`src/rtl/dac_spi_pkg.sv`:
```
//==============================================================================
// Module      : dac_spi_pkg
// Description : Shared types and constants for the 12-bit, 4-channel DAC
//               serial writer (state encoding, frame width, mode bits).
// Revision    : 1.0 - initial release
//==============================================================================
`default_nettype none

package dac_spi_pkg;

    // Writer sequencing: accept -> CS setup -> 16 SCLK periods -> CS hold -> gap
    typedef enum logic [2:0] {
        IDLE  = 3'd0,
        SETUP = 3'd1,
        SHIFT = 3'd2,
        HOLD  = 3'd3,
        GAP   = 3'd4
    } state_t;

    localparam int         FRAME_W       = 16;
    localparam logic [1:0] DEF_MODE_BITS = 2'b01;

    // Frame layout as seen by the DAC, MSB shifted first
    function automatic logic [FRAME_W-1:0] make_frame(
        input logic [1:0]  chan,
        input logic [1:0]  mode,
        input logic [11:0] code
    );
        return {chan, mode, code};
    endfunction

endpackage

`default_nettype wire

```
`src/rtl/dac_sclk_tick.sv`:
```
//==============================================================================
// Module      : dac_sclk_tick
// Description : SCLK half-period timer. Emits a one-cycle tick every CLK_DIV
//               enabled cycles; restart zeroes the count so every timed state
//               starts from a full half-period.
// Revision    : 1.0 - initial release
//==============================================================================
`default_nettype none

module dac_sclk_tick #(
    parameter int CLK_DIV = 25
) (
    input  logic clk,
    input  logic rst_n,
    input  logic en,
    input  logic restart,
    output logic tick
);

    logic [7:0] cnt;

    assign tick = en && (cnt == 8'(CLK_DIV - 1));

    // Count enabled cycles, wrapping on the tick so SHIFT toggles continuously
    always_ff @(posedge clk or negedge rst_n) begin
        if (!rst_n) begin
            cnt <= 8'd0;
        end else if (restart) begin
            cnt <= 8'd0;
        end else if (en) begin
            cnt <= tick ? 8'd0 : cnt + 8'd1;
        end
    end

endmodule

`default_nettype wire

```
`src/rtl/dac_spi_writer.sv`:
```
//==============================================================================
// Module      : dac_spi_writer
// Description : Valid/ready fed SPI mode-0 writer for a 12-bit 4-channel DAC.
//               One 16-bit frame {chan, mode, code} per accepted code, MSB
//               first, followed by a minimum CS_N-high gap.
// Revision    : 1.0 - initial release
//==============================================================================
`default_nettype none

module dac_spi_writer
    import dac_spi_pkg::*;
#(
    parameter int         CLK_DIV   = 25,
    parameter int         CS_GAP    = 50,
    parameter logic [1:0] MODE_BITS = DEF_MODE_BITS
) (
    input  logic        Sys_CLK,
    input  logic        Sys_RST,
    input  logic [11:0] Data_In,
    input  logic [1:0]  Chan_In,
    input  logic        Data_Valid,
    output logic        Data_Ready,
    output logic        DA_SCLK,
    output logic        DA_CS_N,
    output logic        DA_SDI,
    output logic        Busy,
    output logic        Done
);

    // Gap counter only has to reach CS_GAP-1
    localparam int GAP_W = (CS_GAP > 1) ? $clog2(CS_GAP) : 1;

    state_t               state;
    logic [FRAME_W-1:0]   shreg;
    logic [4:0]           bit_cnt;
    logic [GAP_W-1:0]     gap_cnt;
    logic                 accept;
    logic                 tick;
    logic                 tick_en;
    logic                 tick_restart;
    logic                 last_low;

    assign accept   = Data_Valid && Data_Ready;
    assign tick_en  = (state == SETUP) || (state == SHIFT) || (state == HOLD);
    // Low phase following the final falling edge: next tick leaves SHIFT
    assign last_low = (state == SHIFT) && !DA_SCLK && (bit_cnt == 5'(FRAME_W));
    assign tick_restart = accept || (tick && ((state == SETUP) || last_low));

    dac_sclk_tick #(
        .CLK_DIV (CLK_DIV)
    ) u_tick (
        .clk     (Sys_CLK),
        .rst_n   (Sys_RST),
        .en      (tick_en),
        .restart (tick_restart),
        .tick    (tick)
    );

    // Frame sequencer; every pin and status output is driven from here
    always_ff @(posedge Sys_CLK or negedge Sys_RST) begin
        if (!Sys_RST) begin
            state      <= IDLE;
            shreg      <= '0;
            bit_cnt    <= 5'd0;
            gap_cnt    <= '0;
            Data_Ready <= 1'b1;
            DA_SCLK    <= 1'b0;
            DA_CS_N    <= 1'b1;
            DA_SDI     <= 1'b0;
            Busy       <= 1'b0;
            Done       <= 1'b0;
        end else begin
            Done <= 1'b0;
            case (state)
                IDLE: begin
                    if (accept) begin
                        shreg      <= make_frame(Chan_In, MODE_BITS, Data_In);
                        bit_cnt    <= 5'd0;
                        Data_Ready <= 1'b0;
                        Busy       <= 1'b1;
                        DA_CS_N    <= 1'b0;
                        DA_SDI     <= Chan_In[1];
                        state      <= SETUP;
                    end
                end
                SETUP: begin
                    if (tick) begin
                        DA_SCLK <= 1'b1;
                        state   <= SHIFT;
                    end
                end
                SHIFT: begin
                    if (tick) begin
                        if (DA_SCLK) begin
                            // Falling edge: advance to the next bit while SCLK is low
                            DA_SCLK <= 1'b0;
                            bit_cnt <= bit_cnt + 5'd1;
                            shreg   <= shreg << 1;
                            DA_SDI  <= shreg[FRAME_W-2];
                        end else if (bit_cnt == 5'(FRAME_W)) begin
                            state <= HOLD;
                        end else begin
                            DA_SCLK <= 1'b1;
                        end
                    end
                end
                HOLD: begin
                    if (tick) begin
                        DA_CS_N <= 1'b1;
                        DA_SDI  <= 1'b0;
                        Done    <= 1'b1;
                        gap_cnt <= '0;
                        state   <= GAP;
                    end
                end
                GAP: begin
                    // The Done cycle is the first of the CS_GAP gap cycles
                    if (gap_cnt == GAP_W'(CS_GAP - 1)) begin
                        Data_Ready <= 1'b1;
                        Busy       <= 1'b0;
                        state      <= IDLE;
                    end else begin
                        gap_cnt <= gap_cnt + 1'b1;
                    end
                end
                default: begin
                    state <= IDLE;
                end
            endcase
        end
    end

endmodule

`default_nettype wire

```
`config.mk`:
```
export PLATFORM = sky130hd
export DESIGN_NAME = dac_spi_writer
export DESIGN_NICKNAME = d
export VERILOG_FILES = /design/src/rtl/dac_spi_pkg.sv /design/src/rtl/dac_sclk_tick.sv /design/src/rtl/dac_spi_writer.sv
export SDC_FILE = /design/constraint.sdc
export NUM_CORES = 1
export LEC_CHECK = 0
export ABC_AREA = 1
export ABC_CLOCK_PERIOD_IN_PS = 6400
export BUFFER_PORTS_ARGS = -buffer_cell sky130_fd_sc_hd__buf_2
export CAP_MARGIN = 15
export CELL_PAD_IN_SITES_DETAIL_PLACEMENT = 0
export CELL_PAD_IN_SITES_GLOBAL_PLACEMENT = 1
export CORE_AREA = 5 5 92 94
export DETAILED_ROUTE_END_ITERATION = 8
export DIE_AREA = 0 0 97 99
export GPL_TIMING_DRIVEN = 0
export PLACE_DENSITY_LB_ADDON = 0.12
export SYNTH_ARGS = -nofsm -noshare
export SYNTH_HDL_FRONTEND = slang
export SYNTH_HIERARCHICAL = 1
export SYNTH_SLANG_ARGS = --single-unit
```
`constraint.sdc`:
```
create_clock -name Sys_CLK -period 6.4 [get_ports Sys_CLK]
set_clock_uncertainty 0.15 [all_clocks]
set_input_delay 0.64 -clock Sys_CLK [delete_from_list [all_inputs] [get_ports Sys_CLK]]
set_output_delay 0.64 -clock Sys_CLK [all_outputs]
set_load 0.01 [all_outputs]
```
Yosys cells after proc, flatten, opt, wreduce, memory -nomap -nowiden

Cells that the tools add are included.

Flip-flop bits (word level): 43
Bits in latches: 0
Bits in writable memories: 0
Memory bits (read-only): 0
Output and inout bits: 6
Memories: 0

$add $sub $neg: 3
Multiply operators: 0
Divide/modulo/power cells: 0
$lt $le $gt $ge: 0
Equal/unequal tests: 16
Shift operators: 0
Mux-type cells: 41
Bitwise operators: 0
Reductions and logical operators: 25

Operators by type and width:

| kind                                                             | number |
|---|---|
| 15-bit two-way mux                                               | 3 |
| 15-bit one-hot mux with 2 select lines                           | 1 |
| 8-bit two-way mux                                                | 3 |
| 3-bit two-way mux                                                | 7 |
| 2-bit != test (second input constant)                            | 8 |
| 5-bit two-way mux                                                | 3 |
| 3-bit one-hot mux with 5 select lines                            | 1 |
| 1-bit two-way mux                                                | 14 |
| 6-bit two-way mux                                                | 2 |
| 6-bit one-hot mux with 2 select lines                            | 1 |
| 3-bit AND reduction                                              | 4 |
| 2-bit nonzero test                                               | 6 |
| 5-bit one-hot mux with 2 select lines                            | 1 |
| 8-bit by 1-bit adder with 8-bit output (second input constant)   | 1 |
| 8-bit by 5-bit == test with 1-bit output (second input constant) | 1 |
| 1-bit one-hot mux with 2 select lines                            | 4 |
| 7-bit AND reduction                                              | 1 |
| 6-bit by 1-bit adder with 6-bit output (second input constant)   | 1 |
| 3-bit by 2-bit == test with 1-bit output (second input constant) | 2 |
| 6-bit == test (second input constant)                            | 1 |
| 5-bit by 1-bit adder with 5-bit output (second input constant)   | 1 |
| 5-bit == test (second input constant)                            | 1 |
| 1-bit logical AND                                                | 5 |
| 5-bit AND reduction                                              | 1 |
| 9 further kinds                                                  | 12 |

Logic depth before layout (Yosys ltp)

Depth in word-level cells: 7
Gate-level depth with buffers: 15
Depth with buffers taken out: 14

Hierarchy

The synthesis kept the hierarchy.

By module, submodules not included:

| module         | times used | cells each | area an instance (um^2) | sequential area each (um^2) |
|---|---|---|---|---|
| dac_spi_writer | 1          | 254        | 1966.9                  | 878.3 |
| dac_sclk_tick  | 1          | 92         | 583.1                   | 200.2 |

Worst setup path after synthesis

No wires, ideal clock.

Kind: reg-to-reg
From: register state[0]
To: register bit_cnt[3]
Setup time: 0.116 ns
Arrival time: 1.771 ns
Required time: 6.134 ns
Setup slack: 4.363 ns
Stages on the path, launching flop included: 15
Path through: dfrtp_1 nor2_2 nor2_1 nand2_1 inv_1 nand2_1 nor2_2 inv_1 nand3_2 nand2_4 inv_4 nand2_8 buf_6 nand2_1 nand2_1

Longest elaborated chain between the ends: 6

Ends and longest elaborated chain:

| item                                                                                                 | RTL line             | RTL |
|---|---|---|
| from (decl)                                                                                          | dac_spi_writer.sv:33 | `state_t state;` |
| from (signal assigned)                                                                               | dac_spi_writer.sv:62 | `state <= IDLE;` |
| from (signal assigned)                                                                               | dac_spi_writer.sv:83 | `state <= SETUP;` |
| from (signal assigned)                                                                               | dac_spi_writer.sv:89 | `state <= SHIFT;` |
| 3-bit by 1-bit == test with 1-bit output or 3-bit by 2-bit == test with 1-bit output (tied branches) | dac_spi_writer.sv:44 | `assign tick_en = (state == SETUP) \|\| (state == SHIFT) \|\| (state == HOLD);` |
| 1-bit logical OR                                                                                     | dac_spi_writer.sv:44 |  |
| 1-bit logical OR (*)                                                                                 | dac_spi_writer.sv:44 |  |
| named net tick_en                                                                                    | dac_spi_writer.sv:39 | `logic tick_en;` |
| 1-bit logical AND (*)                                                                                | dac_sclk_tick.sv:22  | `assign tick = en && (cnt == 8'(CLK_DIV - 1));` |
| named net tick                                                                                       | dac_spi_writer.sv:38 | `logic tick;` |
| 2-bit != test (no line) (*)                                                                          | n/a                  |  |
| 4-bit AND reduction (no line) (*)                                                                    | n/a                  |  |
| to (signal assigned)                                                                                 | dac_spi_writer.sv:97 | `bit_cnt <= bit_cnt + 5'd1;` |
| to (decl)                                                                                            | dac_spi_writer.sv:35 | `logic [4:0] bit_cnt;` |

The timed path passes the listed nets; every way through them passes the cells marked *.
A chain may end at the register's enable or synchronous reset.

Final worst setup path

From: register state[0]
To: register shreg[14]

Longest elaborated chain between the ends: 6

Ends and longest elaborated chain:

| item                                                                                                 | RTL line             | RTL |
|---|---|---|
| 3-bit by 1-bit == test with 1-bit output or 3-bit by 2-bit == test with 1-bit output (tied branches) | dac_spi_writer.sv:44 |  |
| 1-bit logical OR                                                                                     | dac_spi_writer.sv:44 |  |
| 1-bit logical OR (*)                                                                                 | dac_spi_writer.sv:44 |  |
| named net tick_en                                                                                    | dac_spi_writer.sv:39 |  |
| 1-bit logical AND (*)                                                                                | dac_sclk_tick.sv:22  |  |
| named net tick                                                                                       | dac_spi_writer.sv:38 |  |
| 2-bit != test (no line) (*)                                                                          | n/a                  |  |
| 4-bit AND reduction (no line) (*)                                                                    | n/a                  |  |
| to (signal assigned)                                                                                 | dac_spi_writer.sv:77 | `shreg <= make_frame(Chan_In, MODE_BITS, Data_In);` |
| to (signal assigned)                                                                                 | dac_spi_writer.sv:98 | `shreg <= shreg << 1;` |
| to (decl)                                                                                            | dac_spi_writer.sv:34 | `logic [FRAME_W-1:0] shreg;` |

Marks and branches as above.

==> impl_metrics.env <==
export IMPL_max_slew_worst_pin_slew_ns=1.02
export IMPL_wl_per_cell_um=11.7
export IMPL_rsz0062_at_grt="false"
export IMPL_synth_nets=369
export IMPL_dp_hpwl_um=4040
export IMPL_cts_tree="done"
export IMPL_final_cell_mix="nand2_1 (149), dfrtp_1 (41), nor2_1 (37), inv_1 (29), buf_2 (23)"
export IMPL_io_pins=23
export IMPL_synth_async_reset_ratio_pct=100
export IMPL_cap_violations=0
export IMPL_cts_sinks=43
export IMPL_die_h_um=99
export IMPL_cts_root_buf="clkbuf_8"
export IMPL_cts_buffers=5
export IMPL_synth_cell_area_sq_um=2550
export IMPL_finalHoldViolations=0
export IMPL_grt_util_all_layers_pct=12.3
export IMPL_final_cells=478
export IMPL_critical_path_class="flop to flop"
export IMPL_synth_avg_cell_area_sq_um=7.37
export IMPL_synth_top_cell_by_area="dfrtp_1"
export IMPL_placedCellCount=470
export IMPL_cpPeakStageDelay_ns=0.50
export IMPL_cts_hold_buf=0
export IMPL_clk_insertion_delay_late_ns=0.29
export IMPL_slew_viol_final=0
export IMPL_fin_tns_setup_ns=0
export IMPL_num_rows=32
export IMPL_fin_crit_sh_pct=37.5
export IMPL_clkSlewWorstSetupHoldPaths_ns=0.09
export IMPL_yosysUniqueCellTypes=29
export IMPL_htreeDepth=2
export IMPL_fmax_ghz=0.417
export IMPL_coreArea_sq_um=7570
export IMPL_num_antenna_cells=0
export IMPL_grt_pass1_vias=2059
export IMPL_setup_viol=0
export IMPL_yosysWarnings=6
export IMPL_gp_congestion=0.793
export IMPL_p_leak_nw=1.51
export IMPL_cp_start_kind="flop"
export IMPL_globalRouteOverflowTotal=0
export IMPL_ys_ff_latch=43
export IMPL_grt_pass1_wl_um=9620
export IMPL_cp_end_kind="flop"
export IMPL_drc=0
export IMPL_dieArea_sq_um=9600
export IMPL_path_cells="nor2_2 > nor2_1 > nand2_1 > inv_1 > nand2_1 > nor2_2 > inv_1 > nand3_2 > nand2_4 > inv_4 > nand2_8 > inv_6 > buf_12 > nand2_2 > nand2_1"
export IMPL_crit_slowest_cell="dfrtp_1"
export IMPL_die_x_um=97
export IMPL_synth_enable_flop_cells=0
export IMPL_irDropWorstVdd_uv=104
export IMPL_period_minus_slack_ns=2.40
export IMPL_ys_seq_area_share_pct=42.3
export IMPL_synth_ff_type="dfrtp_1"
export IMPL_timing_slew_headroom_pct=32.0
export IMPL_hold_path_class="flop to flop"
export IMPL_clockBufferDepth=2
export IMPL_first_pass_iters=4
export IMPL_num_vias=2125
export IMPL_layout_commonest_cell="nand2_1"
export IMPL_outcome="complete, no violations"
export IMPL_required_ns=6.49
export IMPL_critical_path_top_delay_family="simple AND/OR/NAND/NOR gates"
export IMPL_synth_top_area_share_pct=40.2
export IMPL_worstPathArrival_ns=2.49
export IMPL_grt_max_degree=44
export IMPL_drive_gt1_share_pct=19.7
export IMPL_crit_buf_inv=5
export IMPL_ys_top_cells_by_area="dfrtp_1 (40%), nand2_1 (22%), nor2_1 (5.4%)"
export IMPL_routed_wl_um=5590
export IMPL_vias_per_cell=4.45
export IMPL_fin_nets=398
export IMPL_cts_setup_buffers=0
export IMPL_path_max_fanout=10
export IMPL_powerDensity_nw_per_um2=298
export IMPL_io_buffers=22
export IMPL_antenna_found_initial=0
export IMPL_syn2layout_area_growth_pct=12.7
export IMPL_initial_utilization_pct=33.7
export IMPL_cts_resized_gates=0
export IMPL_netlist_instances=346
export IMPL_drtIter0Drc=66
export IMPL_crit_top_cell="nand2_1"
export IMPL_ant_nets=0
sequential cells by signal, summed over array words and instances (netlist names):
| register | cells |
|---|---|
| u_tick/cnt | 8 |
| shreg | 15 |
| Data_Ready | 1 |
| state | 3 |
| DA_SCLK | 1 |
| gap_cnt | 6 |
| DA_CS_N | 1 |
| Done | 1 |
| Busy | 1 |
| DA_SDI | 1 |
| bit_cnt | 5 |
where the power goes:
| part | total (W) | internal [W] | switching [W] |
|---|---|---|---|
| Sequential | 0.000387 | 0.000339 | 0.0000480 |
| Combinational | 0.000294 | 0.000108 | 0.000187 |
| Clock | 0.000175 | 0.0000765 | 0.0000983 |
synth_stat cells (2+ instances only):
| library cell | n |
|---|---|
| nand4_1 | 2 |
| nor2_4 | 4 |
| o21ai_0 | 7 |
| nand3b_1 | 2 |
| ha_1 | 6 |
| buf_6 | 3 |
| nor2_1 | 37 |
| a21oi_1 | 6 |
| nand2_2 | 14 |
| nand3_2 | 4 |
| dfrtp_1 | 41 |
| inv_1 | 29 |
| dfstp_2 | 2 |
| inv_2 | 3 |
| nand2_1 | 149 |
| nand3_1 | 14 |
| o22ai_1 | 2 |
| xor2_1 | 4 |
| o21ai_2 | 6 |
| nor2_2 | 2 |
per-stage QoR:
stage	cell area, sq um	hold slack [ns]	util, %	total power [W]	setup WS, ns
after CTS	2870	0.330	38.0	0.000872	3.97
after detailed placement	2790	0.308	36.8	0.000691	4.00
after global routing	2870	0.361	38.0	0.000934	3.66
after global placement	2790	0.308	36.8	0.000689	4.01
after floorplan	2550	0.194	-	0.000611	4.36
final	2870	0.323	38.0	0.000856	4.00
worst register-to-register path, stage by stage, from the launching register on:
cell and delay (ns):
dfrtp_1 0.50, nor2_2 0.10, nor2_1 0.33, nand2_1 0.13, inv_1 0.07, nand2_1 0.05
nor2_2 0.22, inv_1 0.14, nand3_2 0.12, nand2_4 0.07, inv_4 0.07, nand2_8 0.08
inv_6 0.09, buf_12 0.14, nand2_2 0.04, nand2_1 0.05
worst paths after layout:
kind                                      start                        end  slack (ns)  depth (start not counted)
setup / recovery           state[0]$_DFFE_PN0P_      shreg[14]$_DFFE_PN0P_        4.00                         15
hold / removal                 Busy$_DFFE_PN0P_           Busy$_DFFE_PN0P_        0.32                          2
setup reg to reg           state[0]$_DFFE_PN0P_      shreg[14]$_DFFE_PN0P_        4.00                         15
hold reg to reg                Busy$_DFFE_PN0P_           Busy$_DFFE_PN0P_        0.32                          2
max in group asynchronous               Sys_RST       shreg[8]$_DFFE_PN0P_        5.11                          1
min in group asynchronous               Sys_RST  u_tick/cnt[3]$_DFFE_PN0P_        0.37                          1
cell type report:
class / count / area, sq um
tap: 102 / 128
inverter: 34 / 135
fill: 836 / 4690
clock inverter: 2 / 12.5
sequential: 43 / 1080
timing repair buffer: 22 / 110
buffer: 5 / 58.8
multi-input combinational: 264 / 1280
clock buffer: 6 / 72.6
kinds of logic after synthesis:
group,Yosys count,synth area share [%]
DFF,43,42.3
and+or+nand+nor,232,40.4
adders and majority gates,6,2.94
AOI/OAI and AO/OA,22,5.40
buffers and inverters,39,7.61
xor gates and xnor gates,4,1.37
routing by layer:
layer | vias up | global-route usage (%) | routed length, um
li1 | 1120 | - | -
met4 | 0 | 3.89 | 77
met5 | - | 0 | 0
met3 | 7 | 2.62 | 140
met1 | 978 | 16.9 | 2910
met2 | 20 | 19.4 | 2470
No activity file was read; power rests on OpenSTA's default activity.
